**src/rtl/nic_pkg.sv**
```systemverilog
// Shared constants for the NIC endpoint: PE register map and packet field positions.
// Bit 0 is the MSB of every packet and register word.
package nic_pkg;

    localparam logic [1:0] INPUT_BUFFER  = 2'b00;
    localparam logic [1:0] INPUT_STATUS  = 2'b01;
    localparam logic [1:0] OUTPUT_BUFFER = 2'b10;
    localparam logic [1:0] OUTPUT_STATUS = 2'b11;

    localparam int PKT_VC_POS   = 0;
    localparam int PKT_DIR_POS  = 1;
    localparam int PKT_HOP_MSB  = 8;
    localparam int PKT_HOP_LSB  = 15;
    localparam int PKT_SRC_MSB  = 16;
    localparam int PKT_SRC_LSB  = 31;
    localparam int PKT_DATA_MSB = 32;
    localparam int PKT_DATA_LSB = 63;

endpackage

```
**src/rtl/nic_slot.sv**
```systemverilog
// One-entry packet buffer with a full flag. Load wins over unload on the same edge;
// the caller only asserts load while the slot is empty.
module nic_slot #(
    parameter int W = 64
) (
    input  logic         clk,
    input  logic         rst_n,
    input  logic         i_load,
    input  logic [0:W-1] i_data,
    input  logic         i_unload,
    output logic         o_full,
    output logic [0:W-1] o_data
);

    logic         r_full;
    logic [0:W-1] r_data;

    always_ff @(posedge clk or negedge rst_n) begin
        if (!rst_n) begin
            r_full <= 1'b0;
            r_data <= '0;
        end else begin
            if (i_unload) begin
                r_full <= 1'b0;
            end
            if (i_load) begin
                r_full <= 1'b1;
                r_data <= i_data;
            end
        end
    end

    assign o_full = r_full;
    assign o_data = r_data;

endmodule

```
**src/rtl/nic_endpoint.sv**
```systemverilog
// Network interface between one PE register port and one gold_ring router port.
// Holds one outbound and one inbound packet; sends are gated by the router's VC polarity.
module nic_endpoint
    import nic_pkg::*;
#(
    parameter int DATA_WIDTH = 64,
    parameter int VC_BIT     = 0
) (
    input  logic                  clk,
    input  logic                  reset,
    input  logic [0:1]            addr,
    input  logic [0:DATA_WIDTH-1] d_in,
    output logic [0:DATA_WIDTH-1] d_out,
    input  logic                  nicEn,
    input  logic                  nicWrEn,
    output logic                  net_so,
    input  logic                  net_ro,
    output logic [0:DATA_WIDTH-1] net_do,
    input  logic                  net_polarity,
    input  logic                  net_si,
    output logic                  net_ri,
    input  logic [0:DATA_WIDTH-1] net_di
);

    logic                  w_out_full;
    logic [0:DATA_WIDTH-1] w_out_data;
    logic                  w_in_full;
    logic [0:DATA_WIDTH-1] w_in_data;
    logic                  w_pe_read;
    logic                  w_out_load;
    logic                  w_send;
    logic                  w_in_load;
    logic                  w_in_unload;

    // Router handshake: a packet moves on any rising edge where the strobe (net_so / net_si)
    // and the receiver's ready (net_ro / net_ri) are both high; ready never depends on strobe.
    assign w_pe_read   = nicEn & ~nicWrEn;
    assign w_out_load  = nicEn & nicWrEn & (addr == OUTPUT_BUFFER) & ~w_out_full;
    assign w_send      = reset & w_out_full & net_ro & (w_out_data[VC_BIT] == net_polarity);
    assign w_in_load   = net_si & net_ri;
    assign w_in_unload = w_pe_read & (addr == INPUT_BUFFER);

    assign net_so = w_send;
    assign net_do = w_send ? w_out_data : '0;
    assign net_ri = reset & ~w_in_full;

    nic_slot #(.W(DATA_WIDTH)) u_out_slot (
        .clk      (clk),
        .rst_n    (reset),
        .i_load   (w_out_load),
        .i_data   (d_in),
        .i_unload (w_send),
        .o_full   (w_out_full),
        .o_data   (w_out_data)
    );

    nic_slot #(.W(DATA_WIDTH)) u_in_slot (
        .clk      (clk),
        .rst_n    (reset),
        .i_load   (w_in_load),
        .i_data   (net_di),
        .i_unload (w_in_unload),
        .o_full   (w_in_full),
        .o_data   (w_in_data)
    );

    // Reads of the output buffer return zero; buffer reads do not check the full flag.
    always_comb begin
        d_out = '0;
        if (reset && w_pe_read) begin
            case (addr)
                INPUT_BUFFER:  d_out = w_in_data;
                INPUT_STATUS:  d_out = {{(DATA_WIDTH-1){1'b0}}, w_in_full};
                OUTPUT_STATUS: d_out = {{(DATA_WIDTH-1){1'b0}}, w_out_full};
                default:       d_out = '0;
            endcase
        end
    end

endmodule
```
**config.mk**
```make
export PLATFORM = sky130hd
export DESIGN_NAME = nic_endpoint
export DESIGN_NICKNAME = d
export VERILOG_FILES = /design/src/rtl/nic_pkg.sv /design/src/rtl/nic_slot.sv /design/src/rtl/nic_endpoint.sv
export SDC_FILE = /design/constraint.sdc
export NUM_CORES = 1
export LEC_CHECK = 0
export CORE_MARGIN = 4
export CORE_UTILIZATION = 42
export DETAILED_ROUTE_END_ITERATION = 10
export PLACE_DENSITY = 0.81
export SLEW_MARGIN = 20
export SYNTH_ARGS = -nofsm -noshare
export SYNTH_HDL_FRONTEND = slang
export SYNTH_SLANG_ARGS = --single-unit
```
**constraint.sdc**
```tcl
create_clock -name clk -period 1.85 [get_ports clk]
set_clock_uncertainty 0.2 [all_clocks]
set_input_delay 0.37 -clock clk [delete_from_list [all_inputs] [get_ports clk]]
set_output_delay 0.37 -clock clk [all_outputs]
set_load 0.02 [all_outputs]
```
---- Word-level counts from Yosys, hierarchy flattened ----
Cells that the tools add are included.
Widths: inputs -> output; s select.
cells by class
  equal/unequal tests ..................... 4
  muxes and demuxes ....................... 7
  bitwise gates (word level) .............. 13
  reductions and logical operators ........ 4
operators with widths
  operator            count
  $pmux 64 s3         1
  $mux 64             2
  $and 1x1->1         10
  $eq 2x2->1 const B  2
  $mux 1              4
  $reduce_bool 2->1   2
  $not 1->1           3
  $eq 2x1->1 const B  1
  $logic_not 2->1     1
  $eq 1x1->1          1
  $logic_and 1x1->1   1
storage, ports and cells
  register bits ........................... 130
  input bits .............................. 137
  output and inout port bits .............. 130

---- Longest topological paths before layout ----
  depth in word-level cells ............... 5
  gate-level depth with buffers ........... 5

---- Modules after synthesis ----
From an unflattened synthesis, not the netlist that was laid out.
second synthesis, totals
  cell total of the unflattened synthesis .. 508
  area total of the unflattened synthesis .. 6807.8 sq um
modules (own cells, without submodules)
  module        instances  cells each  area an instance (sq um)  sequential area each (sq um)
  nic_slot      2          138         2615.0                    1626.6
  nic_endpoint  1          232         1577.8                    0.0

---- Least setup slack after synthesis ----
No wires, ideal clock.
  path kind ............................... reg-to-output
  start ................................... register u_out_slot.r_data, in the netlist u_out_slot.o_data[0]
  end ..................................... output port net_do[1] in the netlist's numbering
  arrival ................................. 1.340 ns
  path slack .............................. -0.060 ns
  stages on the path, launching flop included .. 5
  buffers on the path ..................... 1
  cells stage by stage .................... dfrtp_1 > xor2_1 > nor2_1 > buf_2 > and2_1
between the ends
  cells in the longest elaborated chain, start to end .. 3
ends and longest elaborated chain
  element                   line                source
  start: declaration        nic_slot.sv:16      logic [0:W-1] r_data;
  start signal: assignment  nic_slot.sv:28      r_data <= i_data;
  $eq 1x1->1                nic_endpoint.sv:39  assign w_send = reset & w_out_full & net_ro & (w_out_data[VC_BIT] == net_polarity);
  $and 1x1->1               nic_endpoint.sv:39
  via net_so                nic_endpoint.sv:16  output logic net_so,
  $mux 64                   nic_endpoint.sv:44  assign net_do = w_send ? w_out_data : '0;
  end: declaration          nic_endpoint.sv:18  output logic [0:DATA_WIDTH-1] net_do,
The timed path passes the listed nets, and every way through them passes these cells.

---- Worst setup path after layout ----
  start ................................... register u_out_slot.r_data, in the netlist u_out_slot.o_data[0]
  end ..................................... output port net_do[30] in the netlist's numbering
between the ends
  cells in the longest elaborated chain, start to end .. 3
ends and longest elaborated chain
  element      line
  $eq 1x1->1   nic_endpoint.sv:39
  $and 1x1->1  nic_endpoint.sv:39
  $mux 64      nic_endpoint.sv:44
No other way between the ends.

==> run metrics <==
outcome=finished with violations; failing checks=negative setup slack; vias in the first global route=approximately 5.4k; Initial Util=43.32%; Fin. Hold Viols=0; RSZ-0062 raised after global routing=true; DP Area=8710 um2; fin crit share=137.6%; post-layout instance count excluding filler cells=954; Highest Clock Rate=392.8 MHz; global route overflow=0; gr usage total=25.00%; Site Rows=42; FF-to-FF End=u_in_slot.o_data[14]; Worst path max stage delay=0.41 ns; Reg-to-Reg Start=u_in_slot.o_full; Worst R2R Setup Slack=0.09 ns; post-synthesis mux area share=25.10%; CTS tree=built; total CTS buffers=17; first-pass GRT wire length=30.04 mm; total number of vias=around 4.8k; Worst-Skew Late Latency=roughly 0.41 ns; Die W=125.3 um; Post-Route WL=19.84 mm; hpwl dp=approximately 11 mm; Slew Limit Fails=0; Max VDD drop=0.7625 mV; Post-Synthesis Cell Area=around 5800 um2; Pre-Repair DR Iteration Count=4; Worst Reg-to-Reg Cells=5; max_slew headroom=about 44%; Most common cell on crit path=buf_6; final setup violation count=128; CTS Sinks=130; syn_area_per_cell=roughly 13 um2; DIE HEIGHT=approximately 130 um; Seq/Total Area, Yosys=56.26%; Post-Synth Adder-Cell Area=0%; simple-gate share of the synthesized area=14.87%; share of layout cells above drive strength 1=a little under 60%; H-tree Lvls=4; gpl congestion=~0.8; die footprint=15710 um2; Synth Area in Compound Gates=0.3679%; Power Density=1069 nW/um2; Ys Warns=0; min cycle time layout=around 2.5 ns; Worst Slack Setup Final=-0.6959 ns; CTS Buffer Depth=2; CP cell instances=xor2_2 > nor2_4 > buf_6 > buf_12 > buf_8 > buf_16 > buf_6 > and2_4 > buf_6; largest net degree at the start of global routing=a little under 70; Root Driver=clkbuf_16; post-route cell area=roughly 11000 um2; Core ar.=13350 um2; Slew @ Worst Pin=0.8363 ns; synthesized flop and latch total=130; Post-Syn Nets=roughly 570; area delta synth->final=82.43%; post-route setup TNS=-68.29 ns; largest family of logic cells by synthesized area=multiplexers; initial drt markers=223; CP startpoint kind=flip-flop; top-level port count=between 200 and 300; XOR/XNOR Fraction of Synth Area=less than 1%; initial antenna violation count=1; Via density=4.979; WS Path Type=flip-flop to primary output; HP Class=primary input to async pin; Required @ worst endpoint=1.28 ns; PortBufs=266; LEAKAGE=0.004843 uW; remaining routing DRC violations=0; synth unique cells=21; clock slew at reported path FFs=0.05 ns; placed insts=867; wire per inst=20.80 um; CP Data Arrival Time=1.98 ns; CP max-delay cell=dfrtp_1; Nets=903; cells after synthesis=430; Fin Hold WS=0.007343 ns; antenna violation net count after detailed routing=0; CTS Hold Bufs=0; crit-path max FO=7; max-cap violation count=0; Setup crit end kind=primary output
report_power, final:
group	internal, uW	switching (uW)	total [uW]
clock network	1890	1150	3030
registers	4290	871	5160
logic	1970	1120	3080
total	8140	3130	11300
critical path, delay by kind of cell (launching register included):
kind                      cells  cell delay (ns)
xor gates and xnor gates      1             0.24
DFF                           1             0.41
and+or+nand+nor               2             0.18
buffers and inverters         6             0.74
what timing repair did:
| action | in CTS | in global routing |
|---|---|---|
| resized for setup | 940 | 56 |
| pin swaps | 21 | 65 |
| gates cloned | 12 | 1 |
| endpoints found under the setup margin | 194 | 192 |
| buffers inserted | 38 | 22 |
per-layer routing:
layer | global-route usage (%) | wire length [um] | vias up
li1 | - | - | 2109
met2 | 44.57 | 10810 | 221
met5 | 0 | 0 | -
met4 | 11.99 | 548 | 0
met1 | 26.59 | 7007 | 2376
met3 | 8.316 | 1478 | 44
synth_stat cells:
| cell | instances | area (um2) |
|---|---|---|
| xor2_1 | 1 | 8.760 |
| inv_1 | 1 | 3.750 |
| mux2_1 | 49 | 551.8 |
| dfrtp_1 | 130 | 3253 |
| clkbuf_1 | 11 | 41.29 |
| mux2i_1 | 1 | 10.01 |
| and2_1 | 126 | 788.3 |
| buf_2 | 3 | 15.01 |
| nor2_1 | 4 | 15.01 |
| nand2_1 | 4 | 15.01 |
| o21ai_0 | 1 | 5.000 |
| nand3_1 | 2 | 10.01 |
| nand4_1 | 1 | 6.260 |
| nor3_2 | 1 | 10.01 |
| buf_6 | 10 | 112.6 |
| buf_4 | 2 | 15.01 |
| mux2_2 | 79 | 889.6 |
| and2b_1 | 1 | 7.510 |
| nand3b_1 | 1 | 7.510 |
| o41ai_1 | 1 | 8.760 |
| o21a_1 | 1 | 7.510 |
layout make-up:
| type | count | area [um2] |
|---|---|---|
| repair buffers | 343 | 3847 |
| flip-flops and latches | 130 | 3253 |
| fillers | 736 | 2800 |
| multi-input cells | 273 | 2693 |
| clock buffers | 23 | 467.9 |
| well taps | 176 | 220.2 |
| clock inverters | 7 | 60.06 |
| inverters | 1 | 3.754 |
| diodes | 1 | 2.502 |
how the worst max path moves through the flow:
stage / end / slack [ns] / from / depth (start not counted)
finish: net_do[30] / -0.70 / u_out_slot.o_data[0] / 9
global route: net_do[30] / -0.76 / u_out_slot.o_data[0] / 9
CTS: net_do[36] / -0.73 / u_out_slot.o_data[0] / 9
detailed placement: d_out[45] / -1.00 / nicWrEn / 6
global placement: d_out[45] / -0.95 / nicWrEn / 6
floorplan: d_out[10] / 0.01 / nicWrEn / 4
flip-flops by register name, indices dropped and copies added, names as in the netlist:
| name | count |
|---|---|
| u_out_slot.o_full | 1 |
| u_in_slot.o_data | 64 |
| u_out_slot.o_data | 64 |
| u_in_slot.o_full | 1 |
cell families after synthesis:
logic type | after synthesis
and+or+nand+nor | 140
buffers and inverters | 27
AOI/OAI and AO/OA | 3
xor gates and xnor gates | 1
DFF | 130
muxes | 129
per-stage QoR:
stage               util, %  power (uW)  worst slack [ns]
floorplan                 -        6410           0.01490
global placement      65.25        7418           -0.9451
detailed placement    65.25        7628            -1.004
CTS                   78.05       11200           -0.7268
global route          79.02       11850           -0.7595
finish                79.02       11280           -0.6959
cells in the final DEF (no fill, tap or decap), types with 3 or more instances in the layout:
| cell type | instances |
|---|---|
| buf_6 | 158 |
| dfrtp_1 | 130 |
| clkdlybuf4s50_1 | 129 |
| and2_4 | 124 |
| mux2_2 | 79 |
| mux2_1 | 49 |
| buf_4 | 24 |
| clkbuf_16 | 18 |
| buf_12 | 11 |
| buf_16 | 7 |
| buf_8 | 7 |
| clkinv_2 | 6 |
| clkbuf_1 | 4 |
| nand2_1 | 3 |
(Power assumes the default switching activity.)
